`src/rtl/lfsr_noise_player.sv`:
```
// lfsr_noise_player
// Streams words out of a combinational noise lookup ROM. The address is
// stepped by a programmable stride at a programmable rate, each word is
// scaled by an unsigned Q1.7 gain with saturation, and the result is offered
// on a valid/ready stream. A sample that arrives while the previous one is
// still unconsumed is dropped and flagged with a one-clock overrun pulse.

module lfsr_noise_player #(
  parameter int ADDR_W = 12,
  parameter int DATA_W = 24,
  parameter int DIV_W  = 16
) (
  input  logic              i_clk,
  input  logic              i_rst,
  input  logic              i_en,
  input  logic [ADDR_W-1:0] i_start_addr,
  input  logic [ADDR_W-1:0] i_step,
  input  logic [DIV_W-1:0]  i_rate_div,
  input  logic [7:0]        i_gain,
  output logic [ADDR_W-1:0] o_addr,
  input  logic [DATA_W-1:0] i_lut_data,
  output logic [DATA_W-1:0] o_sample,
  output logic              o_valid,
  input  logic              i_ready,
  output logic              o_overrun
);

  // Two-state controller; kept as plain constants for legacy tool flows.
  localparam logic [0:0] S_IDLE = 1'b0;
  localparam logic [0:0] S_RUN  = 1'b1;

  // Product of a signed DATA_W word and a zero-extended 8-bit gain.
  localparam int PROD_W = DATA_W + 9;

  localparam logic [DIV_W-1:0]  DIV_ONE  = {{(DIV_W-1){1'b0}}, 1'b1};
  localparam logic [DIV_W-1:0]  DIV_ZERO = '0;
  localparam logic [DATA_W-1:0] SAT_MAX  = {1'b0, {(DATA_W-1){1'b1}}};
  localparam logic [DATA_W-1:0] SAT_MIN  = {1'b1, {(DATA_W-1){1'b0}}};

  // State registers
  logic [0:0]        r_state;
  logic [ADDR_W-1:0] r_addr;
  logic [DIV_W-1:0]  r_div;
  logic [DATA_W-1:0] r_sample;
  logic              r_valid;
  logic              r_overrun;

  // Next-state values
  logic [0:0]        w_state_nx;
  logic [ADDR_W-1:0] w_addr_nx;
  logic [DIV_W-1:0]  w_div_nx;
  logic [DATA_W-1:0] w_sample_nx;
  logic              w_valid_nx;
  logic              w_overrun_nx;

  // Datapath and control terms
  logic signed [PROD_W-1:0] w_product;
  logic signed [PROD_W-1:0] w_shifted;
  logic                     w_fits;
  logic [DATA_W-1:0]        w_sat;
  logic                     w_strobe;
  logic                     w_handshake;
  logic                     w_blocked;

  // Gain multiply, arithmetic shift back to Q0, then clamp to DATA_W.
  always_comb begin
    w_product = $signed(i_lut_data) * $signed({1'b0, i_gain});
    w_shifted = w_product >>> 7;
    // The shifted value fits when every bit from the DATA_W sign bit upward
    // agrees; otherwise clamp toward the sign of the full-width result.
    w_fits = (&w_shifted[PROD_W-1:DATA_W-1]) | ~(|w_shifted[PROD_W-1:DATA_W-1]);
    if (w_fits) begin
      w_sat = w_shifted[DATA_W-1:0];
    end else if (w_shifted[PROD_W-1]) begin
      w_sat = SAT_MIN;
    end else begin
      w_sat = SAT_MAX;
    end
  end

  // Strobe uses >= so a live reduction of the rate below the running count
  // fires at once instead of waiting for the counter to wrap.
  assign w_strobe    = (r_div >= i_rate_div);
  assign w_handshake = r_valid & i_ready;
  assign w_blocked   = r_valid & ~i_ready;

  // Controller: next-state and output-register values for the coming edge.
  always_comb begin
    // NOTE: every output of this block gets a default first, so no path can
    // leave a signal unassigned and infer a latch.
    w_state_nx   = r_state;
    w_addr_nx    = r_addr;
    w_div_nx     = r_div;
    w_sample_nx  = r_sample;
    w_valid_nx   = r_valid;
    w_overrun_nx = 1'b0;

    case (r_state)
      S_IDLE: begin
        w_valid_nx = 1'b0;
        if (i_en) begin
          w_state_nx = S_RUN;
          w_addr_nx  = i_start_addr;
          w_div_nx   = DIV_ZERO;
        end
      end

      S_RUN: begin
        if (!i_en) begin
          // Leaving the stream: any pending sample is withdrawn.
          w_state_nx = S_IDLE;
          w_div_nx   = DIV_ZERO;
          w_valid_nx = 1'b0;
        end else if (w_strobe) begin
          w_div_nx  = DIV_ZERO;
          // The address advances even on a drop so table timing stays fixed.
          w_addr_nx = r_addr + i_step;
          if (w_blocked) begin
            w_overrun_nx = 1'b1;
          end else begin
            w_sample_nx = w_sat;
            w_valid_nx  = 1'b1;
          end
        end else begin
          w_div_nx = r_div + DIV_ONE;
          if (w_handshake) begin
            w_valid_nx = 1'b0;
          end
        end
      end

      default: begin
        w_state_nx = S_IDLE;
        w_valid_nx = 1'b0;
      end
    endcase
  end

  // State update with asynchronous active-high reset.
  always_ff @(posedge i_clk or posedge i_rst) begin
    if (i_rst) begin
      r_state   <= S_IDLE;
      r_addr    <= '0;
      r_div     <= '0;
      r_sample  <= '0;
      r_valid   <= 1'b0;
      r_overrun <= 1'b0;
    end else begin
      // NOTE: non-blocking assignments so every register samples the values
      // from before this edge, independent of statement order.
      r_state   <= w_state_nx;
      r_addr    <= w_addr_nx;
      r_div     <= w_div_nx;
      r_sample  <= w_sample_nx;
      r_valid   <= w_valid_nx;
      r_overrun <= w_overrun_nx;
    end
  end

  assign o_addr    = r_addr;
  assign o_sample  = r_sample;
  assign o_valid   = r_valid;
  assign o_overrun = r_overrun;

endmodule
```
`config.mk`:
```
export PLATFORM = sky130hd
export DESIGN_NAME = lfsr_noise_player
export DESIGN_NICKNAME = d
export VERILOG_FILES = /design/src/rtl/lfsr_noise_player.sv
export SDC_FILE = /design/constraint.sdc
export NUM_CORES = 1
export LEC_CHECK = 0
export BUFFER_PORTS_ARGS = -buffer_cell sky130_fd_sc_hd__buf_2
export CAP_MARGIN = 5
export CORE_UTILIZATION = 55
export CTS_CLUSTER_SIZE = 12
export DETAILED_ROUTE_END_ITERATION = 8
export HOLD_SLACK_MARGIN = 0.12
export PLACE_DENSITY = 0.79
export REMOVE_ABC_BUFFERS = 1
export SYNTH_ARGS = -nofsm -noshare
export SYNTH_HDL_FRONTEND = slang
export SYNTH_SLANG_ARGS = --single-unit
```
`constraint.sdc`:
```
create_clock -name i_clk -period 3.08 [get_ports i_clk]
set_clock_uncertainty 0.1 [all_clocks]
set_input_delay 0.77 -clock i_clk [delete_from_list [all_inputs] [get_ports i_clk]]
set_output_delay 0.77 -clock i_clk [all_outputs]
set_load 0.1 [all_outputs]
```
# Word-level counts from Yosys, hierarchy flattened
# Index checks and enable logic that the tools add are counted.
[classes]
n_mux = 20
n_reduce_logical = 5
n_eq_ne = 5
n_lt_le_gt_ge = 1
bitwise = 7
addsub = 2
multipliers = 1
[op_table]
columns = ["op", "count"]
rows = [
  ["$mux 16", 3],
  ["$mux 24", 2],
  ["$mux 12", 3],
  ["$mul 24x9->33", 1],
  ["$pmux 16 s2", 1],
  ["$pmux 12 s2", 1],
  ["$add 16x1->16 const B", 1],
  ["$ge 16x16->1", 1],
  ["$add 12x12->12", 1],
  ["$mux 1", 9],
  ["$reduce_and 3->1", 2],
  ["$ne 2x2->1 const B", 2],
  ["$ne 4x2->1 const B", 1],
  ["$ne 4x4->1 const B", 1],
  ["$not 1->1", 4],
  ["$reduce_and 4->1", 1],
  ["$reduce_or 3->1", 1],
  ["$and 1x1->1", 2],
  ["$ne 2x1->1 const B", 1],
  ["$pmux 1 s2", 1],
  ["$reduce_and 2->1", 1],
  ["$or 1x1->1", 1],
]
[totals]
output_inout_bits = 38
in_bits = 76
elab_cells = 47
regBits = 55

# Logic depth before layout (Yosys ltp)
[logic_depth]
ltp_word = 6
mapped_depth = 22
depth_no_buf = 20

# Worst setup path after synthesis
# Ideal clock, no wire load.
[synth_timing]
path_type = "input to register"
from = "input i_gain[5]"
to = "register r_sample[20], in the netlist o_sample[20]"
path_stages = 20
required_ns = 2.854
n_path_buf = 2
t_arrival_ns = 5.475
setup_slack_ns = -2.621
cell_sequence = "clkbuf_1 -> nand2_1 -> fa_1 -> inv_1 -> fa_1 -> fa_1 -> inv_1 -> fa_1 -> inv_1 -> ha_1 -> a21oi_1 -> o21ai_0 -> nor2_1 -> a31oi_4 -> a211o_2 -> xor2_1 -> and2_1 -> o21ba_2 -> buf_6 -> a221o_1"
[synth_between]
elab_chain_len = 5
[synth_rtl]
columns = ["item", "line_no", "text"]
rows = [
  ["start: declaration", "19", "input logic [7:0] i_gain,"],
  ["$mul 24x9->33 (*)", "67", "w_product = $signed(i_lut_data) * $signed({1'b0, i_gain});"],
  ["$reduce_or 3->1", "71", "w_fits = (&w_shifted[PROD_W-1:DATA_W-1]) | ~(|w_shifted[PROD_W-1:DATA_W-1]);"],
  ["$not 1->1", "71", ""],
  ["$or 1x1->1", "71", ""],
  ["$mux 24 (*)", "72", "if (w_fits) begin"],
  ["end signal: assignment", "154", "r_sample <= w_sample_nx;"],
  ["end: declaration", "44", "logic [DATA_W-1:0] r_sample;"],
]
# Every way passes the cells marked *; elsewhere a longest branch is shown, timed or not.
# A chain may end at the register's enable or synchronous reset.

# Worst setup path in the final report
[layout_timing]
from = "input i_gain[1]"
to = "register r_sample[15], in the netlist o_sample[15]"
# The elaborated chain is that of the path after synthesis.

==> results.txt <==
# diodes -> 0
Root Buffer -> clkbuf_16
kind of critical path -> input port to flip-flop
TritonCTS clock tree -> done
startpoint types -> input port
number of flops mapped to enable cells by yosys -> 0
Gate Count Post-Synth -> 1084
DIE AREA -> 0.0182 mm²
TritonCTS buffer count -> 5
vias in the first global route -> 9487
Synth top area share -> 30.9%
Die Span X -> 135 µm
Cell Area, Placed -> 0.0115 mm²
leakage -> 6.94 nW
post-synthesis register bit count -> 55
Peak Freq -> 180 MHz
Slew Viols, Final -> 0
largest area contributor in the netlist -> fa_1
total grt overflow -> 0
yosys warns -> 0
largest net degree at the start of global routing -> 56
min Tclk post-route -> 5570 ps
Initial Util -> 56.3%
post-route ant nets -> 0
ratio of cells with drive above 1 in the final layout -> 31.4%
crit path DAT -> 5640 ps
via count -> 9095
asr flop ratio synth -> 100%
Slew Limit Headroom -> 45.8%
cell area after synthesis -> 0.00971 mm²
Cell variety after synth -> 52
Clock Pin Slew Worst Setup and Hold Paths -> 80 ps
WL/cell -> 19.1 µm
critical path's most frequent cell -> buf_12
Synth Flop Type -> dfrtp_1
# H-tree levels -> 2
final WL -> 30200 µm
synth top area cells -> fa_1 31%, dfrtp_1 14%, ha_1 12%
Port-buffer cells -> 113
clock sink total -> 55
All-Layer GR Usage -> 31.9%
dpl hpwl -> 19200 µm
Fin. Hold Viols -> 0
final setup fails -> 24
Critical Path Sink Type -> flip-flop
violated checks -> negative setup slack
pwr dens -> 947 mW/mm²
setup slack after layout -> -2490 ps
nets -> 1674
status -> complete, but fails checks
VDD IR max -> 0.616 mV
Hold Slack -> 402 ps
Crit-path slowest cell -> fa_1
Seq/Total Area, Yosys -> 14.2%
critical path cell sequence -> buf_12 > buf_12 > buf_12 > nand2_2 > fa_2 > inv_1 > fa_1 > fa_1 > inv_2 > fa_2 > inv_2 > ha_4 > buf_4 > and2_1 > nand3_1 > o22ai_2 > o21ai_2 > xnor2_2 > and2_4 > o21ba_4 > a221o_1
Area Growth Syn to Fin -> 32.3%
first-pass GRT wire length -> 45500 µm
core area -> 0.0172 mm²
Mean Syn Cell Area -> 8.95 µm²
Slew @ Worst Pin -> 814 ps
Max Cap Viol -> 0
antenna violations before repair -> 0
GP Congestion -> 0.888
crit-path max cell delay -> 550 ps
Critical Path RT -> 3160 ps
Max Fanout on Critical Path -> 7
fin area -> 0.0128 mm²
Vias/cell -> 5.74
Clk Latency, worst-skew pair -> 300 ps
drc violations -> 0
Detailed Route Iter0 Violations -> 515
Die Height -> 135 µm
Util after Layout -> 74.5%
Pre-Repair DR Iteration Count -> 5
FP Rows -> 48
Ports -> 114
hold_buf cts -> 0
HP Class -> flip-flop to flip-flop
RSZ-0062 raised after global routing -> yes
Final Cycle Share -> 181%
CTS max path bufs -> 2
## per-layer routing
| metal | GRT usage [%] | share of wire (%) | vias to the layer above |
|---|---|---|---|
| met1 | 37.7 | 37 | 4413 |
| met2 | 58.4 | 50 | 510 |
| met4 | 13.9 | 5.9 | 0 |
| met5 | 0 | 0 | - |
| li1 | - | - | 3997 |
| met3 | 3.60 | 6.6 | 175 |
## per-stage QoR
step                      TNS, ps  setup slack, ps  std cells  total power, mW
final                      -58930            -2490       1584             12.2
after global routing       -60830            -2560       1584             12.9
after CTS                  -52200            -2210       1580             10.5
after detailed placement   -77550            -3250       1538             8.45
after global placement     -72690            -3040       1538             8.16
after floorplan            -65140            -2480       1053             5.63
## final timing paths
kind / from / endpoint / slack, ps / cells past startpoint
min in group asynchronous: i_rst / o_overrun / 560 / 3
worst max-delay path: i_gain[1] / o_sample[15] / -2490 / 21
worst max register to register: r_div[0] / o_sample[11] / 120 / 11
worst min register to register: r_div[15] / r_div[15] / 400 / 1
worst min-delay path: r_div[15] / r_div[15] / 400 / 1
max in group asynchronous: i_rst / o_addr[8] / 1860 / 3
## sequential cells by signal, indices dropped and copies added, names as in the netlist
signal     count
o_addr        12
o_sample      24
o_overrun      1
r_div         16
r_state        1
o_valid        1
## cells in the final DEF (no fill, tap or decap), types with 5 or more instances in the layout
cell type	netlist	final
buf_6	4	16
mux2i_1	7	7
inv_2	0	24
ha_1	90	69
nand2_2	0	16
ha_4	0	21
inv_1	224	200
a21oi_4	0	5
and3_1	14	13
a221o_1	23	23
a31oi_1	5	5
a21oi_2	2	7
nand2_4	0	6
nor3_1	6	5
a21oi_1	38	28
nand3_1	8	8
clkbuf_16	0	5
xnor2_1	27	25
xor2_1	13	13
a21o_1	27	27
and2_4	0	7
nor2_1	21	16
dfrtp_1	55	55
nand2_1	134	112
buf_4	0	167
buf_2	0	97
fa_2	0	10
buf_12	0	9
and2_1	100	93
nand4_1	5	5
o21ai_0	41	36
nor3b_1	10	10
fa_1	150	140
## cells by family after synthesis
group / Yosys count / synth area share, %
AND/OR/NAND/NOR: 317 / 16.6
buffers and inverters: 255 / 10.2
adder cells (fa/ha/maj): 240 / 42.5
AO/OA/AOI/OAI: 170 / 12.1
flip-flops: 55 / 14.2
XOR/XNOR: 40 / 3.61
multiplexers: 7 / 0.722
## power breakdown
group	switching, mW	internal, mW	total (mW)	leakage (nW)
Clock	0.288	0.314	0.601	0.0772
Combinational	5.70	5.06	10.8	6.12
Sequential	0.0451	0.768	0.813	0.743
## layout make-up
cell class,count,area (µm²)
sequential,55,1380
fill,1101,4390
inverter,224,841
tap,225,282
timing repair buffer,294,2210
multi-input combinational,778,7980
clock inverter,3,33.8
clock buffer,5,125
## worst max-delay path: cells and delay by family
family | cells | cell delay, ps
XOR/XNOR | 1 | 170
AO/OA/AOI/OAI | 4 | 1040
buffers and inverters | 7 | 670
AND/OR/NAND/NOR | 4 | 600
adder cells (fa/ha/maj) | 5 | 2380
## synthesized netlist by cell type, drive strengths merged, types with 7 or more instances
library cell	n
nand3	8
ha	90
xnor2	27
o21ai	42
a221o	23
clkbuf	27
nor3b	11
and3	14
fa	150
nand2	134
xor2	13
dfrtp	55
inv	224
mux2i	7
a21o	27
nor2	21
and2	100
a21oi	40
## what timing repair did
item / CTS / global route
endpoints found under the hold margin: 0 / 0
setup buffers: 27 / 3
gates cloned: 7 / 1
setup endpoints to repair: 24 / 25
pin swaps: 90 / 56
resized for setup: 137 / 59
No activity file was read; power rests on OpenSTA's default activity.
